$ cat src/rtl/sda_kernel_go_arbiter.sv
// sda_kernel_go_arbiter
// Shares one kernel go/done control path between NumReq requesters.
// Go requests are arbitrated round-robin, the winner's go is forwarded to the
// reset handler, and the done response is routed back to that requester.
// Only one kernel run is outstanding at a time.
// Optional watchdog recovery of a hung kernel: define SDA_KERNEL_WATCHDOG_EN.
module sda_kernel_go_arbiter #(
   parameter int NumReq            = 4,
   parameter int IdWidth           = 2,
   parameter int WatchdogCountSize = 24,
   parameter int RecoverCountSize  = 6
) (
   input  logic               clk,
   input  logic               rstN,
   input  logic [NumReq-1:0]  reqGoValid,
   output logic [NumReq-1:0]  reqGoHoldoff,
   output logic [NumReq-1:0]  reqDoneValid,
   input  logic [NumReq-1:0]  reqDoneStop,
   output logic               reqDoneError,
   output logic               regGoValid,
   input  logic               regGoHoldoff,
   input  logic               regDoneValid,
   output logic               regDoneStop,
   output logic               sysRstReq,
   output logic [IdWidth-1:0] grantId,
   output logic               busy
);

   typedef enum logic [2:0] {
      StIdle,
      StIssue,
      StRunning,
`ifdef SDA_KERNEL_WATCHDOG_EN
      StRecover,
`endif
      StRespond
   } state_e;

   state_e             state_q;
   logic [IdWidth-1:0] rrPtr_q;
   logic [IdWidth-1:0] grantId_q;
   logic               regGoValid_q;
   logic               regDoneStop_q;
   logic [NumReq-1:0]  reqDoneValid_q;
   logic               busy_q;

`ifdef SDA_KERNEL_WATCHDOG_EN
   logic [WatchdogCountSize-1:0] wdCnt_q;
   logic [RecoverCountSize-1:0]  recCnt_q;
   logic                         sysRstReq_q;
   logic                         reqDoneError_q;
`endif

   logic [NumReq-1:0]  rotReq;
   logic               winFound;
   logic [IdWidth-1:0] winId_d;
   logic [NumReq-1:0]  winOneHot;
   logic [NumReq-1:0]  grantOneHot;
   logic [IdWidth-1:0] rrPtr_d;
   logic               grantedStop;

   // Round-robin search: rotate requests so rrPtr sits at bit 0, take the
   // lowest set bit, then map the offset back to a requester index.
   always_comb begin
      int idx;
      rotReq    = (reqGoValid >> rrPtr_q) | (reqGoValid << (NumReq - int'(rrPtr_q)));
      winFound  = 1'b0;
      idx       = 0;
      for (int k = 0; k < NumReq; k++) begin
         if (!winFound && rotReq[k]) begin
            winFound = 1'b1;
            idx      = int'(rrPtr_q) + k;
            if (idx >= NumReq) begin
               idx = idx - NumReq;
            end
         end
      end
      winId_d   = IdWidth'(idx);
      winOneHot = NumReq'(1) << idx;
   end

   // Only the winner sees its holdoff drop, and only while idle.
   always_comb begin
      reqGoHoldoff = '1;
      if (state_q == StIdle && winFound) begin
         reqGoHoldoff = ~winOneHot;
      end
   end

   // Helpers for the respond path: grant decode, stop of the granted
   // requester, and the pointer value after a completed run.
   always_comb begin
      grantOneHot = NumReq'(1) << grantId_q;
      grantedStop = |(reqDoneStop & reqDoneValid_q);
      rrPtr_d     = (grantId_q == IdWidth'(NumReq - 1)) ? '0 : grantId_q + 1'b1;
   end

   // Main control FSM; every output except reqGoHoldoff is a register here.
   always_ff @(posedge clk or negedge rstN) begin
      if (!rstN) begin
         state_q        <= StIdle;
         rrPtr_q        <= '0;
         grantId_q      <= '0;
         regGoValid_q   <= 1'b0;
         regDoneStop_q  <= 1'b1;
         reqDoneValid_q <= '0;
         busy_q         <= 1'b0;
`ifdef SDA_KERNEL_WATCHDOG_EN
         wdCnt_q        <= '0;
         recCnt_q       <= '0;
         sysRstReq_q    <= 1'b0;
         reqDoneError_q <= 1'b0;
`endif
      end else begin
         case (state_q)
            StIdle: begin
               if (winFound) begin
                  grantId_q    <= winId_d;
                  regGoValid_q <= 1'b1;
                  busy_q       <= 1'b1;
                  state_q      <= StIssue;
`ifdef SDA_KERNEL_WATCHDOG_EN
                  wdCnt_q      <= '0;
`endif
               end
            end

            StIssue: begin
`ifdef SDA_KERNEL_WATCHDOG_EN
               wdCnt_q <= wdCnt_q + 1'b1;
               if (&wdCnt_q) begin
                  // The pending go is moot once the system reset is requested.
                  sysRstReq_q   <= 1'b1;
                  regGoValid_q  <= 1'b0;
                  regDoneStop_q <= 1'b1;
                  recCnt_q      <= '0;
                  state_q       <= StRecover;
               end else if (!regGoHoldoff) begin
                  regGoValid_q  <= 1'b0;
                  regDoneStop_q <= 1'b0;
                  state_q       <= StRunning;
               end
`else
               if (!regGoHoldoff) begin
                  regGoValid_q  <= 1'b0;
                  regDoneStop_q <= 1'b0;
                  state_q       <= StRunning;
               end
`endif
            end

            StRunning: begin
`ifdef SDA_KERNEL_WATCHDOG_EN
               // A done arriving on the expiry cycle was accepted by the
               // handler, so it wins over the timeout.
               if (regDoneValid) begin
                  regDoneStop_q  <= 1'b1;
                  reqDoneError_q <= 1'b0;
                  reqDoneValid_q <= grantOneHot;
                  state_q        <= StRespond;
               end else if (&wdCnt_q) begin
                  sysRstReq_q    <= 1'b1;
                  regDoneStop_q  <= 1'b1;
                  recCnt_q       <= '0;
                  state_q        <= StRecover;
               end else begin
                  wdCnt_q        <= wdCnt_q + 1'b1;
               end
`else
               if (regDoneValid) begin
                  regDoneStop_q  <= 1'b1;
                  reqDoneValid_q <= grantOneHot;
                  state_q        <= StRespond;
               end
`endif
            end

`ifdef SDA_KERNEL_WATCHDOG_EN
            StRecover: begin
               sysRstReq_q <= 1'b0;
               recCnt_q    <= recCnt_q + 1'b1;
               if (&recCnt_q) begin
                  reqDoneValid_q <= grantOneHot;
                  reqDoneError_q <= 1'b1;
                  state_q        <= StRespond;
               end
            end
`endif

            StRespond: begin
               if (!grantedStop) begin
                  reqDoneValid_q <= '0;
                  rrPtr_q        <= rrPtr_d;
                  busy_q         <= 1'b0;
                  state_q        <= StIdle;
               end
            end

            default: begin
               state_q <= StIdle;
            end
         endcase
      end
   end

   assign regGoValid   = regGoValid_q;
   assign regDoneStop  = regDoneStop_q;
   assign reqDoneValid = reqDoneValid_q;
   assign grantId      = grantId_q;
   assign busy         = busy_q;

`ifdef SDA_KERNEL_WATCHDOG_EN
   assign sysRstReq    = sysRstReq_q;
   assign reqDoneError = reqDoneError_q;
`else
   // Without the watchdog a run can never be aborted.
   logic unusedCfg;
   assign unusedCfg    = ^{WatchdogCountSize, RecoverCountSize};
   assign sysRstReq    = 1'b0;
   assign reqDoneError = 1'b0;
`endif

endmodule

$ cat config.mk
export PLATFORM = sky130hd
export DESIGN_NAME = sda_kernel_go_arbiter
export DESIGN_NICKNAME = d
export VERILOG_FILES = /design/src/rtl/sda_kernel_go_arbiter.sv
export SDC_FILE = /design/constraint.sdc
export NUM_CORES = 1
export LEC_CHECK = 0
export BUFFER_PORTS_ARGS = -buffer_cell sky130_fd_sc_hd__buf_4
export CELL_PAD_IN_SITES_DETAIL_PLACEMENT = 1
export CELL_PAD_IN_SITES_GLOBAL_PLACEMENT = 2
export CORE_AREA = 4 4 69 71
export DETAILED_ROUTE_END_ITERATION = 8
export DIE_AREA = 0 0 73 75
export GPL_TIMING_DRIVEN = 1
export PLACE_DENSITY = 0.81
export SYNTH_ARGS = -nofsm -noshare
export SYNTH_HDL_FRONTEND = slang
export SYNTH_SLANG_ARGS = --single-unit
$ cat constraint.sdc
create_clock -name clk -period 6.3 [get_ports clk]
set_input_delay 0.63 -clock clk [delete_from_list [all_inputs] [get_ports clk]]
set_output_delay 0.63 -clock clk [all_outputs]
set_load 0.03 [all_outputs]
==> results of run 1 <==
-- sequential cells by signal, indices dropped and copies added (netlist names) --
signal,count
busy,1
grantId,2
regDoneStop,1
regGoValid,1
reqDoneValid,4
rrPtr_q,2
state_q,2
-- power groups by stage --
stage	Combinational (mW)	Clock, mW	Sequential (mW)
2_1_floorplan	0.416	0	0.205
3_3_place_gp	0.561	0	0.183
3_5_place_dp	0.574	0	0.188
4_1_cts	0.579	0.0779	0.187
5_1_grt	0.633	0.0814	0.196
6_report	0.573	0.0752	0.187
-- layer usage --
layer / routed length [um] / vias to the layer above / share of wire, %
met2: 1500 / 22 / 50
met5: 0 / - / 0
met1: 1380 / 491 / 46
met4: 8 / 0 / 0.26
met3: 141 / 2 / 4.7
li1: - / 514 / -
-- final cells by class --
class,instances,area share (%)
Multi-Input combinational cell,99,54.2
Sequential cell,13,22.7
Timing Repair Buffer,24,12.5
Tap cell,52,4.53
Clock buffer,4,3.14
Inverter,11,2.87
-- synth_stat cells (2+ instances only) --
master                      n
sky130_fd_sc_hd__nand2b_1   3
sky130_fd_sc_hd__mux2i_1    4
sky130_fd_sc_hd__a21oi_1    5
sky130_fd_sc_hd__buf_6      2
sky130_fd_sc_hd__a32o_1     4
sky130_fd_sc_hd__o21a_1     2
sky130_fd_sc_hd__nand3_1    3
sky130_fd_sc_hd__nor2_1     5
sky130_fd_sc_hd__dfrtp_1   12
sky130_fd_sc_hd__a211o_1    2
sky130_fd_sc_hd__buf_4      3
sky130_fd_sc_hd__a22oi_1    2
sky130_fd_sc_hd__ha_1      13
sky130_fd_sc_hd__mux2_4     2
sky130_fd_sc_hd__mux2_2     3
sky130_fd_sc_hd__nand3b_1   7
sky130_fd_sc_hd__inv_1     11
sky130_fd_sc_hd__or3_1      2
sky130_fd_sc_hd__nand2_1    8
sky130_fd_sc_hd__o21ai_0   11
-- per-stage QoR --
stage,util (%),power [mW]
detailed placement,32.9,0.761
finish,33.9,0.835
global placement,32.9,0.744
floorplan,-,0.621
global route,33.9,0.911
CTS,33.9,0.844
-- cells in the final DEF (no fill, tap or decap), types with 4 or more instances in the layout --
cell type | Yosys | routed
sky130_fd_sc_hd__buf_4 | 3 | 24
sky130_fd_sc_hd__ha_1 | 13 | 13
sky130_fd_sc_hd__dfrtp_1 | 12 | 12
sky130_fd_sc_hd__inv_1 | 11 | 11
sky130_fd_sc_hd__o21ai_0 | 11 | 11
sky130_fd_sc_hd__nand2_1 | 8 | 8
sky130_fd_sc_hd__nand3b_1 | 7 | 7
sky130_fd_sc_hd__nor2_1 | 5 | 5
sky130_fd_sc_hd__a21oi_1 | 5 | 5
sky130_fd_sc_hd__mux2i_1 | 4 | 4
sky130_fd_sc_hd__a32o_1 | 4 | 4
-- worst max-delay path by stage --
stage | slack, ns | depth (start not counted) | end | startpoint
CTS | 2.37 | 9 | reqGoHoldoff[2] | rrPtr_q[0]
global route | 1.98 | 9 | reqGoHoldoff[2] | rrPtr_q[0]
global placement | 2.77 | 9 | reqGoHoldoff[0] | rrPtr_q[0]
finish | 2.30 | 9 | reqGoHoldoff[2] | rrPtr_q[0]
detailed placement | 2.64 | 9 | reqGoHoldoff[2] | rrPtr_q[0]
floorplan | 3.20 | 11 | reqGoHoldoff[2] | rrPtr_q[0]
-- kinds of logic after synthesis --
kind of cell | share of synthesized area [%]
flops | 27.2
compound gates | 24.5
fa+ha+maj | 13.5
buf+inv | 8.33
other cells | 0.312
mux | 8.65
simple gates | 17.5
-- worst register-to-register path, delay by kind of cell (launching register included) --
| kind | cells | cell delay [ns] |
|---|---|---|
| flops | 1 | 0.73 |
| buf+inv | 1 | 0.23 |
| simple gates | 1 | 0.27 |
| fa+ha+maj | 1 | 0.48 |
| compound gates | 5 | 1.26 |
==> impl_metrics.yaml, run 1 <==
placement:
  port_buffers: 24
  placed_area_mm2: 0.00139
  gp_routability_congestion: 0.768
  dp_hpwl_mm: 2.36
  dp_cells: 199
  preCtsSetupSlack_ns: 2.64
global_routing:
  grt.total_usage_pct: 11.3
  grt.busiest_layer: "met2"
  grt_first_pass_wirelength_mm: 4.91
  grt_use_met3_pct: 2.14
  overflow: 0
  met2_track_demand_over_resource_pct: 19.8
  maximum_number_of_pins_on_one_net_before_global_route_repair: 20
  groute.layer.met1.usage_pct: 14.2
  first_global_vias: 1031
  initial_antenna_violation_count: 0
sta:
  post-route-period-util_pct: 63.5
  setup_ws_ns: 2.30
  timing.max_slew.rel_slack_pct: 59.0
  grt_setup_unrepaired: "false"
  fin_tns_setup_ns: 0
  setup_viol_count_final: 0
  tightestPinTransition_ns: 0.615
  maxSlewViolCount: 0
  timing.final.crit_period_ns: 4.00
  timing_hold_violations_final: 0
  clock-skew-final_ns: 0.00138
  fmaxAchievable_ghz: 0.250
  fin_worst_hold_slack_ns: 0.223
run:
  maxCapViolCount: 0
clocking:
  ctsResizeCount: 0
  clock-root-buffer: "sky130_fd_sc_hd__clkbuf_8"
  clock_sinks: 13
  cts.clk_slew.worst_paths_ns: 0.06
  clock_tree.buffer_depth: 2
  htreeDepth: 1
  cts_hold_buffers: 0
  post_cts.repair.setup_buffers: 0
  tritoncts: "built"
  clock_latency_on_the_worst_skew_pair_ns: 0.24
  cts_inserted_buffers: 3
setup_path:
  crit_path_start_kind: "flip-flop"
  worst_r2r_path_depth: 8
  worst_path_dominant_cell_family: "compound AO/OA/AOI/OAI gates"
  cp-end-kind: "output pin"
  cp.arrival_ns: 3.37
  timing.rr.end: "grantId[0]"
  worst-setup-path-type: "reg2out"
  worstReg2RegStart: "rrPtr_q[0]"
  crit_slowest_cell: "sky130_fd_sc_hd__dfrtp_1"
  crit_path_max_incr_delay_ns: 0.73
  rrSetupSlack_ns: 3.19
  cp.buffers_inverters: 2
  cell_chain_critical_path: "inv_1 -> ha_1 -> o21ai_1 -> and3_2 -> a311oi_1 -> o21ai_0 -> a32oi_1 -> nand3_1 -> buf_4"
  cp.required_ns: 5.67
  worstPathMaxFanout: 19
final_layout:
  seqCellArea_um2: 327
  antennaDiodeCount: 0
  finalInstanceArea_mm2: 0.00144
  fillers: 497
  multi_input_comb_area_um2: 778
  syn2layout_area_growth_pct: 19.6
  drive_gt1_share_pct: 28.5
  total_number_of_nets_in_the_final_design: 177
  stdcell_count: 203
power_and_ir_drop:
  power.internal_mw: 0.411
  power.ir.vdd_worst_mv: 0.247
  netSwitchingPower_mw: 0.424
  switching_share_pct: 50.8
  power.share.combinational_pct: 68.7
  seq_power_share_pct: 22.3
  leakage_nw: 0.638
  power_density_mw_per_mm2: 581
  clkPwrFrac_pct: 9.0
die:
  top_level_ports: 27
  die_y_um: 75
  die_x_um: 73
  core_area_mm2: 0.00423
  placement_rows: 24
  dieArea_mm2: 0.00548
  effective_utilization_at_floorplan_pct: 28.4
yosys:
  synthTopCellsByArea: "sky130_fd_sc_hd__dfrtp_1, sky130_fd_sc_hd__ha_1, sky130_fd_sc_hd__o21ai_0, sky130_fd_sc_hd__nand3b_1, sky130_fd_sc_hd__inv_1"
  postSynthAreaPerCell_um2: 9.38
  synth_async_sr_flop_share_pct: 100
  yosysSeqAreaShare_pct: 27.2
  synth-edff-count: 0
  synthesis.yosys.warnings: 0
  syn-cell-area_mm2: 0.00120
  ys_dominant_reg_cell: "sky130_fd_sc_hd__dfrtp_1"
  yosys.area.top_type: "sky130_fd_sc_hd__dfrtp_1"
  netlist-cell-type-count: 44
  synthDominantCellAreaShare_pct: 25.0
  synth.ff_latch_count: 13
  number_of_cells_produced_by_synthesis: 128
route:
  routed_wire_length_per_instance_um: 14.9
  antenna_left: 0
  wl_mm: 3.03
  vias: 1029
  detailedRoute.firstPassIterationCount: 3
  drt-vias-per-instance: 5.07
  remaining_drc_errors: 0
  number_of_violations_reported_at_the_end_of_detailed_routing_iteration_0: 61
run_status:
  run_status: "finished clean"
hold_path:
  timing.hold.worst.class: "in2async"
Power figures use the tool's default switching activity.
==> run 2, diff against run 1 <==
--- a/config.mk
+++ b/config.mk
@@ -8,11 +8,11 @@
 export BUFFER_PORTS_ARGS = -buffer_cell sky130_fd_sc_hd__buf_4
 export CELL_PAD_IN_SITES_DETAIL_PLACEMENT = 1
 export CELL_PAD_IN_SITES_GLOBAL_PLACEMENT = 2
-export CORE_AREA = 4 4 69 71
+export CORE_AREA = 4 4 70 72
 export DETAILED_ROUTE_END_ITERATION = 8
-export DIE_AREA = 0 0 73 75
+export DIE_AREA = 0 0 74 76
 export GPL_TIMING_DRIVEN = 1
-export PLACE_DENSITY = 0.81
+export PLACE_DENSITY = 0.82
 export SYNTH_ARGS = -nofsm -noshare
 export SYNTH_HDL_FRONTEND = slang
 export SYNTH_SLANG_ARGS = --single-unit
==> constraint.sdc (replaced) <==
create_clock -name clk -period 3.6 [get_ports clk]
set_input_delay 0.36 -clock clk [delete_from_list [all_inputs] [get_ports clk]]
set_output_delay 0.36 -clock clk [all_outputs]
set_load 0.03 [all_outputs]
==> impl_metrics.yaml, run 2 (synthesis gave the netlist of run 1 again) <==
run_status:
  run_status: "finished clean"
route:
  vias: 1049
  wl_mm: 3.03
  detailedRoute.firstPassIterationCount: 4
  routed_wire_length_per_instance_um: 14.8
  drt-vias-per-instance: 5.12
  number_of_violations_reported_at_the_end_of_detailed_routing_iteration_0: 67
  remaining_drc_errors: 0
  antenna_left: 0
sta:
  fin_tns_setup_ns: 0
  timing_hold_violations_final: 0
  clock-skew-final_ns: 0.00689
  setup_ws_ns: 0.278
  post-route-period-util_pct: 92.3
  fmaxAchievable_ghz: 0.301
  setup_viol_count_final: 0
  maxSlewViolCount: 0
  grt_setup_unrepaired: "false"
  timing.final.crit_period_ns: 3.32
die:
  core_area_mm2: 0.00429
  effective_utilization_at_floorplan_pct: 28.0
  placement_rows: 24
  dieArea_mm2: 0.00562
  top_level_ports: 27
  die_y_um: 76
  die_x_um: 74
placement:
  gp_routability_congestion: 0.830
  dp_hpwl_mm: 2.37
  port_buffers: 24
  preCtsSetupSlack_ns: 0.503
  dp_cells: 200
power_and_ir_drop:
  post-layout-total-power_mw: 1.49
  power.ir.vdd_worst_mv: 0.419
  power_density_mw_per_mm2: 1020
  leakage_nw: 0.651
setup_path:
  cp.required_ns: 3.24
  worst-setup-path-type: "reg2out"
  worstPathMaxFanout: 12
  crit_path_start_kind: "flip-flop"
  cp.arrival_ns: 2.96
  cp-end-kind: "output pin"
clocking:
  htreeDepth: 1
  cts_inserted_buffers: 3
  tritoncts: "built"
  clock-root-buffer: "sky130_fd_sc_hd__clkbuf_8"
  cts.clk_slew.worst_paths_ns: 0.06
  clock_tree.buffer_depth: 2
  post_cts.repair.setup_buffers: 0
  clock_latency_on_the_worst_skew_pair_ns: 0.24
  clock_sinks: 13
final_layout:
  drive_gt1_share_pct: 30.1
  postLayoutCoreUtil_pct: 34.0
  layout_commonest_cell: "sky130_fd_sc_hd__buf_4"
  commonest_non_fill_non_tap_cells_in_the_layout: "sky130_fd_sc_hd__buf_4, sky130_fd_sc_hd__ha_1, sky130_fd_sc_hd__dfrtp_1"
  syn2layout_area_growth_pct: 21.7
  total_number_of_nets_in_the_final_design: 179
  largest_register_ffs: 4
  stdcell_count: 205
  antennaDiodeCount: 0
global_routing:
  first_global_vias: 1102
  grt_first_pass_wirelength_mm: 5.36
  maximum_number_of_pins_on_one_net_before_global_route_repair: 19
  grt.total_usage_pct: 11.5
  overflow: 0
  initial_antenna_violation_count: 0
run:
  maxCapViolCount: 0
hold_path:
  timing.hold.worst.class: "in2reg"
run 2: what timing repair did:
item	in CTS	in global routing
endpoints found under the hold margin	12	0
gates resized for setup	0	1
endpoints found under the setup margin	0	4
hold buffers	1	0
run 2: worst paths after layout:
path / end / start / slack (ns) / depth (start not counted)
hold reg to reg: busy / busy / 0.52 / 1
hold / removal: regDoneStop / regDoneValid / 0.39 / 3
min in group asynchronous: reqDoneValid[1] / rstN / 0.49 / 2
setup reg to reg: grantId[1] / rrPtr_q[1] / 0.86 / 7
setup / recovery: reqGoHoldoff[0] / rrPtr_q[1] / 0.28 / 9
max in group asynchronous: regDoneStop / rstN / 2.87 / 2
run 2: power by group:
| part | total (mW) | leakage, nW | switching, mW | internal [mW] |
|---|---|---|---|---|
| clock | 0.132 | 0.0255 | 0.0552 | 0.0764 |
| combinational | 1.06 | 0.467 | 0.625 | 0.435 |
| sequential | 0.297 | 0.158 | 0.0779 | 0.219 |
run 2: metal layers:
| layer | part of all wire [%] | global-route usage [%] | wire length, um | up-vias |
|---|---|---|---|---|
| met5 | 0 | 0 | 0 | - |
| met4 | 0 | 1.63 | 0 | 0 |
| met3 | 4.1 | 1.58 | 124 | 0 |
| met2 | 47 | 18.6 | 1410 | 22 |
| met1 | 49 | 16.4 | 1500 | 509 |
| li1 | - | - | - | 518 |
run 2: critical path, stage by stage (launching register included):
cell	delay [ns]
sky130_fd_sc_hd__dfrtp_1	0.56
sky130_fd_sc_hd__inv_1	0.14
sky130_fd_sc_hd__ha_1	0.44
sky130_fd_sc_hd__o21ai_1	0.17
sky130_fd_sc_hd__a211oi_2	0.28
sky130_fd_sc_hd__o211ai_2	0.23
sky130_fd_sc_hd__nor2_1	0.19
sky130_fd_sc_hd__mux2i_1	0.38
sky130_fd_sc_hd__nand3b_1	0.17
sky130_fd_sc_hd__buf_4	0.16
run 2: cell type report:
class	instances	area [um2]
multi-input cells	99	785
fillers	515	2830
clock inverters	1	5.00
well taps	52	65.1
flip-flops and latches	13	327
inverters	11	41.3
clock buffers	3	41.3
repair buffers	26	198
run 2: through the flow:
step | cell area [um2] | hold WS (ns)
final | 1460 | 0.391
after global placement | 1400 | 0.216
after detailed placement | 1400 | 0.220
after CTS | 1460 | 0.390
after floorplan | 1200 | 0.0644
after global routing | 1460 | 0.417
==> run 3, diff against run 2 <==
--- a/config.mk
+++ b/config.mk
@@ -16,3 +16,4 @@
 export SYNTH_ARGS = -nofsm -noshare
 export SYNTH_HDL_FRONTEND = slang
 export SYNTH_SLANG_ARGS = --single-unit
+export TNS_END_PERCENT = 20
==> constraint.sdc (replaced) <==
create_clock -name clk -period 3.6 [get_ports clk]
set_input_delay 0.18 -clock clk [delete_from_list [all_inputs] [get_ports clk]]
set_output_delay 0.18 -clock clk [all_outputs]
set_load 0.03 [all_outputs]
==> impl_metrics.yaml, run 3 (synthesis gave the netlist of run 1 again) <==
clocking:
  cts_inserted_buffers: 3
  clock_tree.buffer_depth: 2
  htreeDepth: 1
  clock_latency_on_the_worst_skew_pair_ns: 0.25
  clock-root-buffer: "sky130_fd_sc_hd__clkbuf_8"
  clock_sinks: 13
  tritoncts: "built"
  cts_hold_buffers: 1
  ctsResizeCount: 0
  cts.clk_slew.worst_paths_ns: 0.06
  post_cts.repair.setup_buffers: 0
run_status:
  run_status: "finished clean"
global_routing:
  grt.total_usage_pct: 11.6
  initial_antenna_violation_count: 0
  grt_first_pass_wirelength_mm: 5.20
  overflow: 0
  first_global_vias: 1081
  maximum_number_of_pins_on_one_net_before_global_route_repair: 19
setup_path:
  worst_r2r_path_depth: 8
  cp.required_ns: 3.42
  timing.rr.end: "grantId[0]"
  crit_path_max_incr_delay_ns: 0.41
  rrSetupSlack_ns: 1.15
  worst-setup-path-type: "reg2out"
  startpoint: "rrPtr_q[0]"
  worstReg2RegStart: "rrPtr_q[0]"
  worst_path_dominant_cell_family: "compound AO/OA/AOI/OAI gates"
  crit_slowest_cell: "sky130_fd_sc_hd__ha_1"
  cell_chain_critical_path: "inv_1 -> ha_1 -> o21ai_1 -> and3_2 -> a311oi_1 -> o21ai_0 -> a32oi_1 -> nand3_1 -> buf_4"
  crit_path_start_kind: "flip-flop"
  cp-end-kind: "output pin"
  cp.arrival_ns: 2.71
  worstPathMaxFanout: 7
  cp.buffers_inverters: 2
final_layout:
  drive_gt1_share_pct: 29.2
  fillers: 517
  commonest_non_fill_non_tap_cells_in_the_layout: "sky130_fd_sc_hd__buf_4, sky130_fd_sc_hd__ha_1, sky130_fd_sc_hd__dfrtp_1"
  syn2layout_area_growth_pct: 21.7
  largest_register_ffs: 4
  stdcell_count: 206
  layout_commonest_cell: "sky130_fd_sc_hd__buf_4"
  total_number_of_nets_in_the_final_design: 180
  antennaDiodeCount: 0
sta:
  timing_hold_violations_final: 0
  maxSlewViolCount: 0
  fin_tns_setup_ns: 0
  fmaxAchievable_ghz: 0.346
  post-route-period-util_pct: 80.3
  timing.final.crit_period_ns: 2.89
  fin_worst_hold_slack_ns: 0.199
  grt_setup_unrepaired: "false"
  clock-skew-final_ns: 0.00199
  setup_viol_count_final: 0
die:
  core_area_mm2: 0.00429
  effective_utilization_at_floorplan_pct: 28.0
  placement_rows: 24
  top_level_ports: 27
  die_x_um: 74
  dieArea_mm2: 0.00562
  die_y_um: 76
hold_path:
  holdPathStages: 3
  worst_hold_path.endpoint: "regDoneStop"
  timing.hold.worst.class: "in2reg"
  min_from: "regDoneValid"
power_and_ir_drop:
  post-layout-total-power_mw: 1.48
  power.ir.vdd_worst_mv: 0.447
  power_density_mw_per_mm2: 1010
  leakage_nw: 0.652
route:
  antenna_left: 0
  number_of_violations_reported_at_the_end_of_detailed_routing_iteration_0: 41
  drt-vias-per-instance: 5.23
  detailedRoute.firstPassIterationCount: 4
  routed_wire_length_per_instance_um: 14.8
  vias: 1077
  wl_mm: 3.05
  remaining_drc_errors: 0
placement:
  dp_cells: 201
  port_buffers: 24
  gp_routability_congestion: 0.840
  dp_hpwl_mm: 2.43
run:
  maxCapViolCount: 0
run 3: changes by cell type in the layout (fill, tap and decap cells not counted), sizes merged:
cell and change:
clkbuf +1, buf +1, clkinv -1
run 3: area by class of cell:
type | count | area, um2 | area share [%]
repair buffers | 27 | 205 | 14.0
flip-flops and latches | 13 | 327 | 22.3
well taps | 52 | 65.1 | 4.45
clock buffers | 4 | 45.0 | 3.08
multi-input cells | 99 | 778 | 53.3
inverters | 11 | 41.3 | 2.83
run 3: through the flow:
| stage | util (%) | setup WS, ns | instance area (um2) |
|---|---|---|---|
| 6_report | 34.0 | 0.707 | 1460 |
| 3_5_place_dp | 32.8 | 0.984 | 1410 |
| 3_3_place_gp | 32.8 | 1.03 | 1410 |
| 4_1_cts | 34.0 | 0.705 | 1460 |
| 5_1_grt | 34.0 | 0.379 | 1460 |
| 2_1_floorplan | - | 0.949 | 1200 |
run 3: routing by layer:
layer	part of all wire (%)	vias to the layer above	wire (um)	track usage, %
met2	47	32	1450	18.5
met5	0	-	0	0
met4	3.3	0	102	5.98
met1	44	516	1350	14.7
li1	-	520	-	-
met3	4.9	9	149	1.72
run 3: worst register-to-register path: stages (launching register included):
cell,delay (ns)
sky130_fd_sc_hd__dfrtp_1,0.34
sky130_fd_sc_hd__inv_1,0.08
sky130_fd_sc_hd__ha_1,0.41
sky130_fd_sc_hd__o21ai_1,0.17
sky130_fd_sc_hd__and3_2,0.26
sky130_fd_sc_hd__a311oi_1,0.38
sky130_fd_sc_hd__o21ai_0,0.21
sky130_fd_sc_hd__a32oi_1,0.30
sky130_fd_sc_hd__o21ai_0,0.15
run 3: power by group:
group / internal, mW / total (mW) / switching [mW]
Clock: 0.0783 / 0.133 / 0.0544
Combinational: 0.439 / 1.07 / 0.627
Sequential: 0.219 / 0.281 / 0.0615
Total: 0.737 / 1.48 / 0.743
run 3: worst max-delay path by stage:
stage	end	slack (ns)	cells past startpoint
after floorplan	reqGoHoldoff[2]	0.95	11
after global placement	reqGoHoldoff[2]	1.03	9
after detailed placement	reqGoHoldoff[0]	0.98	9
after CTS	reqGoHoldoff[2]	0.70	9
after global routing	reqGoHoldoff[2]	0.38	9
final	reqGoHoldoff[2]	0.71	9
